[config.mk]
export PLATFORM = sky130hd
export DESIGN_NAME = counter_core
export DESIGN_NICKNAME = d
export VERILOG_FILES = /design/src/rtl/counter_core.sv
export SDC_FILE = /design/constraint.sdc
export NUM_CORES = 1
export LEC_CHECK = 0
export ABC_AREA = 0
export BUFFER_PORTS_ARGS = -buffer_cell sky130_fd_sc_hd__buf_2
export CORE_ASPECT_RATIO = 1.1
export CORE_UTILIZATION = 39
export CTS_CLUSTER_DIAMETER = 100
export DETAILED_ROUTE_END_ITERATION = 6
export PLACE_DENSITY = 0.74
export SETUP_SLACK_MARGIN = 0.4
export SLEW_MARGIN = 20
export SYNTH_ARGS = -nofsm -noshare
export SYNTH_HDL_FRONTEND = slang
export SYNTH_SLANG_ARGS = --single-unit
[constraint.sdc]
create_clock -name clk -period 2.48 [get_ports clk]
set_input_delay 0.744 -clock clk [delete_from_list [all_inputs] [get_ports clk]]
set_output_delay 0.744 -clock clk [all_outputs]
set_load 0.01 [all_outputs]
[src/rtl/counter_core.sv]
// counter_core: 32-bit up-counter with cap compare, sticky overflow and wrap pulse.
// Optional tick prescaler is enabled by defining COUNTER_PRESCALER_EN.
module counter_core #(
   parameter int unsigned PRESCALE_DIV = 4
) (
   input  logic        clk,
   input  logic        reset,
   input  logic        auto_restart,
   input  logic        enable,
   input  logic [31:0] cap,
   input  logic        load,
   input  logic [31:0] load_val,
   output logic        overflow,
   output logic        wrap,
   output logic [31:0] count
);

   localparam logic [1:0] ST_IDLE = 2'd0;
   localparam logic [1:0] ST_RUN  = 2'd1;
   localparam logic [1:0] ST_HALT = 2'd2;

   if (PRESCALE_DIV < 2) begin : g_bad_div
      $error("counter_core: PRESCALE_DIV must be at least 2");
   end

   logic [1:0]  state_q, state_d;
   logic [31:0] count_q, count_d;
   logic        overflow_q, overflow_d;
   logic        wrap_q, wrap_d;
   logic        run_active;
   logic        tick;

   assign run_active = (state_q == ST_RUN) && enable;

`ifdef COUNTER_PRESCALER_EN
   localparam int unsigned PW = $clog2(PRESCALE_DIV);
   localparam logic [PW-1:0] PRESC_LAST = PW'(PRESCALE_DIV - 1);

   logic [PW-1:0] presc_q, presc_d;

   // The prescaler only advances while counting is live; load and leaving RUN restart the spacing.
   always_comb begin
      presc_d = '0;
      tick    = 1'b0;
      if (run_active && !load) begin
         if (presc_q == PRESC_LAST) begin
            tick = 1'b1;
         end else begin
            presc_d = presc_q + 1'b1;
         end
      end
   end

   always_ff @(posedge clk) begin
      if (reset) begin
         presc_q <= '0;
      end else begin
         presc_q <= presc_d;
      end
   end
`else
   assign tick = run_active;
`endif

   always_comb begin
      // NOTE: every output gets a default first so no path through the case infers a latch.
      state_d    = state_q;
      count_d    = count_q;
      overflow_d = overflow_q;
      wrap_d     = 1'b0;
      if (load) begin
         count_d    = load_val;
         overflow_d = 1'b0;
         state_d    = enable ? ST_RUN : ST_IDLE;
      end else begin
         case (state_q)
            ST_IDLE: begin
               if (enable) state_d = ST_RUN;
            end
            ST_RUN: begin
               if (!enable) begin
                  state_d = ST_IDLE;
               end else if (tick) begin
                  if (count_q == cap) begin
                     overflow_d = 1'b1;
                     wrap_d     = 1'b1;
                     if (auto_restart) begin
                        count_d = '0;
                     end else begin
                        state_d = ST_HALT;
                     end
                  end else begin
                     // Values loaded above cap roll through 2^32 without flagging overflow.
                     count_d = count_q + 32'd1;
                  end
               end
            end
            ST_HALT: begin
               if (!enable) state_d = ST_IDLE;
            end
            default: state_d = ST_IDLE;
         endcase
      end
   end

   // NOTE: sequential state uses non-blocking assignments so all flops update together.
   always_ff @(posedge clk) begin
      if (reset) begin
         state_q    <= ST_IDLE;
         count_q    <= '0;
         overflow_q <= 1'b0;
         wrap_q     <= 1'b0;
      end else begin
         state_q    <= state_d;
         count_q    <= count_d;
         overflow_q <= overflow_d;
         wrap_q     <= wrap_d;
      end
   end

   assign count    = count_q;
   assign overflow = overflow_q;
   assign wrap     = wrap_q;

endmodule
Yosys cells after proc, flatten, opt, wreduce, memory -nomap -nowiden
Cells that the tools add are included.

Multiplexer cells: 16. Reductions and logical operators: 10. Add/subtract/negate cells: 1. Eq/ne operators: 9. Bitwise gates (word level): 3.

Operators with widths (number): 32-bit two-way mux (6); 32-bit by 1-bit adder with 32-bit output (second input constant) (1); 32-bit equality test (1); 2-bit two-way mux (7); 3-bit inequality test (second input constant) (3); 4-bit inequality test (second input constant) (2); 4-bit AND reduction (2); 2-bit one-hot mux with 3 select lines (1); 2-bit nonzero test (3); 5-bit AND reduction (1); 5-bit OR reduction (1); 4-bit by 3-bit inequality test with 1-bit output (second input constant) (1); 1-bit inverter (3); 2-bit by 1-bit equality test with 1-bit output (second input constant) (1); 2-bit equality test (second input constant) (1); 2-bit logical NOT (1); 1-bit two-way mux (2); 2-bit OR reduction (1); 1-bit logical AND (1).

Word-level logic and storage cells: 43. Register bits: 36. Input port bits: 69. Output and inout bits: 34.

Depth between registers and ports, before layout
Gate-level depths: netlist (run 1).

Depth in word-level cells: 6. Depth in mapped cells: 9. Gate-level depth less buffers: 7.

Worst setup path after synthesis (run 1)
OpenSTA, ideal clock, no wires.

Path kind: input to register. Start point: input cap[13]. End point: register count_q[22], in the netlist count[22]. Data required time: 2.342 ns. Path buffers: 2. Stages: 8. Setup time: 0.138 ns. Slack: 0.217 ns. Data arrival time: 2.125 ns. Cells stage by stage: xor2_1 > nor4_2 > and4_2 > buf_4 > nand2_2 > buf_6 > a221oi_1 > nor3_1.

Longest elaborated chain between the ends: 6. Elaborated cells between the ends (all ways): 8. Those cells by class: eq/ne (2); mux (5); reduce/logical (1).

RTL lines: start: declaration (RTL line 10) `input logic [31:0] cap,`; 32-bit equality test (*) (RTL line 84) `if (count_q == cap) begin`; 32-bit two-way mux (RTL line 84); 32-bit two-way mux (RTL line 83) `end else if (tick) begin`; 32-bit two-way mux (RTL line 81) `if (!enable) begin`; 32-bit two-way mux (RTL line 76) `case (state_q)`; 32-bit two-way mux (RTL line 71) `if (load) begin`; end signal: assignment (RTL line 115) `count_q <= count_d;`; end: declaration (RTL line 27) `logic [31:0] count_q, count_d;`.

Every way passes the cells marked *; elsewhere a longest branch is shown, timed or not. The select of a mux whose other input is x is not followed. A chain may end at the register's enable or synchronous reset.

Final worst setup path (run 1)
Start point: register count_q[21], in the netlist count[21]. End point: register count_q[21], in the netlist count[21].

Longest elaborated chain between the ends: 6. Elaborated cells between the ends (all ways): 9. Those cells by class: add/sub (1); eq/ne (2); mux (5); reduce/logical (1).

RTL lines (RTL line): 32-bit by 1-bit adder with 32-bit output or 32-bit equality test (tied branches) (94, 84); 32-bit two-way mux (84); 32-bit two-way mux (83); 32-bit two-way mux (81); 32-bit two-way mux (76); 32-bit two-way mux (71).

Several ways; a longest one is shown, not always the timed one. The select of a mux whose other input is x is not followed.

==> metrics list, run 1 <==
- The clock tree synthesis step divided the H-tree into 2 levels.
- Measured against its own limit, the worst slew margin works out to a little under three fifths.
- Biggest area contributors in the synthesized netlist: sky130_fd_sc_hd__dfxtp_1, sky130_fd_sc_hd__xor2_1, sky130_fd_sc_hd__a221oi_2
- Main flop type after synthesis: sky130_fd_sc_hd__dfxtp_1
- The detailed router finished its first iteration with 378 violations.
- GPL Wtd Cong: roughly 0.9
- Largest net degree at the start of global routing: 31
* Synthesized-area fraction occupied by adder cells: less than 1%
- After floorplanning, the core was sized to cover roughly 7400 µm².
* Count of buffers inserted at the top-level ports: a little over 100
* Worst-path fanout max: 7
* Avg WL per Cell: around 20 µm
- Number of vias after detailed routing: around 3500
- TritonCTS built the clock tree.
* Die height: 93.9 µm
* First-pass GRT wire length: between 15 and 20 mm
- Wire length on met2: 5.34 mm
- Full die area: 8030 µm²
* Max Clk Rate: 419 MHz
- Number of cells in the finished layout apart from fillers: about 560
- Relative area change from synthesis to final layout: 41.2%
- Reg area: approximately 730 µm²
- Clock period minus final worst setup slack: ~2400 ps
* Number of failing setup endpoints in the final timing report: 0
- Total of hold buffers inserted after clock tree synthesis: 0
- DRC violations left: 0
* Clock tree root driver cell: sky130_fd_sc_hd__clkbuf_8
- In this run the static leakage power is approximately 1.8 nW.
- The synthesized design devotes to its leading area cell type between 20% and 30% of total area.
* Peak supply drop: ~200 µV
- Number of flip-flops and latches in the synthesized netlist: 36
* Most instantiated library cell after synthesis: sky130_fd_sc_hd__nor2_1
* Final clock skew: 2.90 ps
* Min-delay src: overflow
- Actual transition at the worst max-transition pin: between 600 and 700 ps
- Worst setup timing slack at the placement stage: -182 ps
* Main combinational cell family by area after synthesis: simple AND/OR/NAND/NOR gates
- After synthesis, the netlist uses 66 different library cells.
- From left edge to right edge, the die measures around 86 µm.
- Post-synthesis xor/xnor area fraction: under 10%
- # clock sinks: 36
* Final net count: 538
- CP endpoint kind: flop
- Synth Cell Area: 2990 µm²
- In the routed layout, each cell is associated on average with a via count of between 6 and 7.
- After global routing the overflow that remains totals 0.
* Clock tree buffer depth: 2
- The initialized floorplan defines 33 standard-cell rows.
- Antenna violations before repair: 0
- Setup repair after global routing could not meet its margin everywhere.
* Pwr per Cell Area: approximately 400 nW/µm²
* Worst r2r src: count[21]
- After detailed routing, the wire length on met1 is around 4.0 mm.
- Fill cells: ~620
* Worst hold endpoint: overflow
- The initial utilization of the core area, before any placement, comes to between 40 and 50%.
* Required time of the worst setup path: 2660 ps
- For the worst flop-to-flop path, the logic depth is 8.
* Area of the multi-input gates: roughly 2300 µm²
- Counting flops with an async set or reset pin after synthesis yields a share of 0%.
- The tool flagged a number of max-cap violations equal to 0.
- Worst setup SP type: flop
- Of all cell types, the one taking the most synthesized area is sky130_fd_sc_hd__dfxtp_1.
- Fraction of the mapped netlist area in compound gates: 22.0%
- Final WS setup: 94.4 ps
- Number of search-and-repair iterations in the first detailed-routing pass: 5
* Top cells by instance count after synthesis: sky130_fd_sc_hd__nor2_1, sky130_fd_sc_hd__dfxtp_1, sky130_fd_sc_hd__xor2_1, sky130_fd_sc_hd__nand3_1, sky130_fd_sc_hd__nand2_1
* Number of synthesized flops with an enable pin: 0
* Number of placed cells counting well taps: between 500 and 600
- Multiplexer cells account for under 10% of the synthesized area.
- Run status: finished, final reports clean
- Final hold violations: 0
* Type of the worst min-delay path: reg2reg
* Simple-gate portion of the synthesized area: a little under a third
* Syn Nets: between 400 and 500
- Detail Route met3 WL: ~1.2 mm
- In this run the remaining antenna-violating nets after routing total 0.
* Clock-pin transition on the worst setup and hold timing paths: around 80 ps
* Synth Warn #: 0
* Final Cycle Share: between 90% and 100%
* Clock buffer count from CTS: 5
- Arrival @ worst endpoint: about 2600 ps
- Of the cells placed in the final design, the portion with a size suffix greater than 1 is 52.7%.
* Highest routed metal layer: met4
- Flop2flop setup slack: 90 ps
- The repair_antennas step left the layout with diodes totalling 0.
- Combined global-route utilization of all metal layers: 25.7%
- The later pin in the worst-skew pair is clocked with a latency of around 300 ps.
- In this run the count of I/O pins placed on the die edge is roughly 100.
- Total wirelength of the detailed-routed design: approximately 11 mm
- The endpoint identified for the worst register-to-register timing path is count[21].
- Max Slew Vio Count: 0
- Sequential fraction of the synthesis area: around a quarter
- Per-instance average area after synthesis: slightly below 9 µm²
- Synthesis handed over a netlist of around 340 instances.
- Number of global-route vias before repair: 3217
* Detailed-placement wirelength estimate: roughly 7.3 mm
- Crit Path Category: reg2reg
- Min-Delay Path Depth: 2
-- kinds of logic after synthesis --
| logic type | Yosys count |
|---|---|
| AND/OR/NAND/NOR | 151 |
| multiplexers | 12 |
| buffers and inverters | 39 |
| adder cells (fa/ha/maj) | 1 |
| AO/OA/AOI/OAI | 72 |
| flip-flops | 36 |
| XOR/XNOR | 33 |
-- state kept, by name, summed over array words and instances (netlist names) --
name,cells
overflow,1
count,32
state_q,2
wrap,1
-- critical path: stages (launching register included) --
cell and delay (ps):
sky130_fd_sc_hd__dfxtp_1 560, sky130_fd_sc_hd__xor2_1 140, sky130_fd_sc_hd__nor4_2 410, sky130_fd_sc_hd__and4_1 300, sky130_fd_sc_hd__buf_6 200, sky130_fd_sc_hd__buf_12 130
sky130_fd_sc_hd__nand2_8 70, sky130_fd_sc_hd__a221oi_2 360, sky130_fd_sc_hd__nor2_1 90
-- layer usage --
metal  up-vias  GRT usage [%]
met1      1637           31.5
met5         -              0
met2       256           43.6
met4         0           10.7
li1       1535              -
met3        65           5.27
-- metrics by stage --
step	instance area [µm²]	hold WS [ps]	power, mW	utilization [%]	setup TNS, ps
final	4230	460	1.66	56.9	0
after global routing	4230	492	1.71	56.9	0
after CTS	3980	461	1.61	53.5	0
after detailed placement	3590	450	1.13	48.3	-2610
after global placement	3590	437	1.12	48.3	-2860
after floorplan	3010	470	0.959	-	0
-- repair_timing --
item,in CTS,in global routing
gates cloned,2,1
resized for setup,33,36
setup buffers,12,6
setup endpoints to repair,34,36
pin swaps,20,24
-- report_power, final --
part | internal, mW | switching [mW] | leakage, nW
logic | 0.229 | 0.260 | 1.45
registers | 0.621 | 0.0903 | 0.301
clock network | 0.227 | 0.228 | 0.0455
-- cell type report --
| cell class | count | area share, % |
|---|---|---|
| sequential | 36 | 17.4 |
| tap | 87 | 2.57 |
| timing repair buffer | 143 | 22.1 |
| clock buffer | 8 | 2.13 |
| multi-input combinational | 271 | 54.9 |
| inverter | 11 | 0.976 |
-- how the worst max path moves through the flow --
stage               startpoint         to  slack (ps)
global placement       cap[27]  count[21]        -230
finish               count[21]  count[21]          90
floorplan               cap[8]  count[28]         240
CTS                    cap[26]  count[12]         290
global route           cap[12]  count[21]          10
detailed placement     cap[27]  count[21]        -180
-- layout by cell type (no fill, tap or decap), drive strengths merged, types with 3 or more instances in the layout --
cell type and n:
mux2 10, a311oi 5, o221ai 3, and4 7, a22oi 3, nand3 20
nor2 46, a221oi 16, nand2 20, and3 6, o21ai 7, a31oi 3
nor4 16, xor2 32, inv 11, nand4 10, dfxtp 36, a21oi 12
buf 143, a21o 3, clkbuf 8, nor3 23
Note: power is estimated with default switching activity, not from simulation.
==> run 2, diff against run 1 <==
Settings changed: SLEW_MARGIN 20 to 15.
Clock period 2.48 ns to 2.7 ns, I/O delays scaled along.
==> run 2 against run 1 <==
Critical path depth up 1; via count down 7.4%; sequential share of layout area up 1.4 points; register-to-register slack better by 360 ps; flip-flop and latch count unchanged.
==> metrics list, run 2 (same netlist as run 1, synthesis figures left out) <==
- In this run the power spent charging and discharging nets is ~0.5 mW.
- After detailed routing, the average wire length per cell comes to about 18 µm.
- Total of hold buffers inserted after clock tree synthesis: 0
- The largest individual stage delay along the critical path comes from the cell sky130_fd_sc_hd__o31ai_4.
* Instance area at placement: ~3500 µm²
* Leakage component of the power: between 1.5 and 2 nW
- CP endpoint kind: flop
* Series of cell instances along the critical path: buf_2 -> xor2_1 -> nor4_2 -> nand4_1 -> o31ai_4 -> buf_6 -> buf_4 -> a221oi_2 -> nor3_2
- Clock tree buffer depth: 2
* Final Cycle Share: 86.8%
- First-pass GRT wire length: between 10 and 15 mm
- Clock period minus final worst setup slack: 2340 ps
- RSZ-0062 raised after global routing: true
- The first detailed-routing pass ran for 4 iterations.
* Crit Path Category: in2reg
* Antenna fix cells: 0
- In the post-route analysis, the smallest setup slack over all paths is ~360 ps.
- Full die area: approximately 8000 µm²
* Detailed-placement wirelength estimate: between 7 and 8 mm
- Final net count: about 520
* Critical path's top delay family: simple AND/OR/NAND/NOR gates
- Clock tree root driver cell: sky130_fd_sc_hd__clkbuf_8
* Worst setup timing slack at the placement stage: -3.86 ps
- Fraction of final layout cells with drive strength greater than 1: a little under half
- The tool flagged a number of max-cap violations equal to 0.
- For this configuration, the core starts out at a cell density of between 40% and 50%.
* Number of vias per cell after detailed routing: roughly 6
* Met3 usage in global routing: 3.95%
- Met2 capacity usage during global routing: between 40% and 50%
- # clock sinks: 36
* Row cnt: 33
- After clock tree synthesis, the clock-pin slew on the worst setup and hold paths is about 80 ps.
- Final hold violations: 0
* Max reg flops: 32
- Std-Cell Core Area: 7430 µm²
- Counting both buffers and inverters, the worst setup path holds a total of 3.
- Type of the worst min-delay path: reg2reg
- At the pin with the least slew margin, the transition time is about 470 ps.
* Normalized max-slew margin: between 60 and 70%
* Worst r2r src: count[0]
- Clock buffer count from CTS: 5
- IO Pins: between 100 and 150
- Design internal power: between 0.9 and 1 mW
* Worst-path fanout max: 6
* Arrival @ worst endpoint: between 2000 and 3000 ps
- Required time of the worst setup path: around 2900 ps
- In this run switching power makes up between 30% and 40% of total power.
- H-tree levels: 2
- The layer flagged by global routing as most heavily used is met2.
- From bottom edge to top edge, the die measures between 90 and 100 µm.
* GPL Wtd Cong: just over 0.9
- For this run, the slowest stage of the critical path takes about 380 ps.
- The finished cells cover 3870 µm².
- Pwr per Cell Area: about 380 nW/µm²
* Count of buffers inserted at the top-level ports: between 100 and 150
- Final clock skew: 13.1 ps
- Min-delay src: overflow
* DRC violations left: 0
- The number of antenna violations at the first check in global routing came to 0.
* TritonCTS clock tree: yes
- The library cell used most frequently in the layout, excluding fill and tap cells, is sky130_fd_sc_hd__buf_2.
- Summing over every cut layer, the via total after detailed routing is about 3200.
- For the worst-skew pair, the clock arrives at the later sink with an insertion delay of 300 ps.
- Relative area change from synthesis to final layout: 29.4%
- Setup violations remaining at the end of the flow were counted as 0.
* Most used cells in the layout excluding fill and tap cells: sky130_fd_sc_hd__buf_2, sky130_fd_sc_hd__nor2_1, sky130_fd_sc_hd__dfxtp_1
* Max Slew Vio Count: 0
- Number of global-route vias before repair: a little under 3000
* Post-route ant nets: 0
- Entering global routing, the biggest net connects 31 pins.
- Final hold analysis gives a worst-case slack of 463 ps.
- Overall power consumption after layout is estimated at between 1 and 1.5 mW.
- Peak supply drop: roughly 170 µV
- The worst setup path is launched from an input pin.
* Overflow after GRT: 0
* Combined global-route utilization of all metal layers: between 20% and 30%
- Fraction of power consumed by the clock network: 28.6%
* Run status: finished, final reports clean
- Global routing used a little under a third of the available met1 tracks.
* Max Clk Rate: ~430 MHz
* Chip Width: 85.5 µm
- The routed design has a little under 10 mm of wire.
- Total Neg Setup Slack: 0 ps
* Combinational fraction of design power: 26.8%
- In this run, the number of DRC markers left after iteration 0 of detailed routing was around 190.
- Flop pwr share: around 45%
* Launching element of the worst setup path: cap[16]
[run 2: final timing paths]
path	slack, ps	endpoint	cells after the start
max	360	count[16]	9
min	460	overflow	2
max reg2reg	450	count[18]	8
min reg2reg	460	overflow	2
[run 2: power by group through the flow]
stage / combinational (mW) / sequential, mW / clock [mW]
after floorplan: 0.239 / 0.641 / 0
after global placement: 0.355 / 0.661 / 0
after detailed placement: 0.362 / 0.663 / 0
after CTS: 0.366 / 0.650 / 0.422
after global routing: 0.424 / 0.663 / 0.442
final: 0.394 / 0.655 / 0.421
[run 2: final cells by class]
class                   instances  area (µm²)
fillers                       728        3560
clock buffers                   6        82.6
inverters                      11        41.3
clock inverters                 2        10.0
well taps                      87         109
flip-flops and latches         36         726
multi-input cells             269        2140
repair buffers                128         762
[run 2: layer usage]
layer,wire (µm),vias to the layer above
li1,-,1495
met1,4080,1537
met2,4730,180
met3,842,24
met4,257,0
met5,0,-
[run 2: per-stage QoR]
step	utilization, %	cells
floorplan	-	344
global placement	47.6	520
detailed placement	47.6	520
CTS	49.0	529
global route	52.1	539
finish	52.1	539
[run 2: worst min-delay path: cells and delay by family (launching register included)]
family	cells	cell delay, ps
flip-flops	1	320
AO/OA/AOI/OAI	1	50
buffers and inverters	1	50
[run 2: what timing repair did]
item | 4_1_cts | 5_1_grt
gates cloned | 0 | 1
resized for setup | 4 | 25
pin swaps | 3 | 26
setup buffers | 1 | 9
endpoints found under the setup margin | 19 | 26
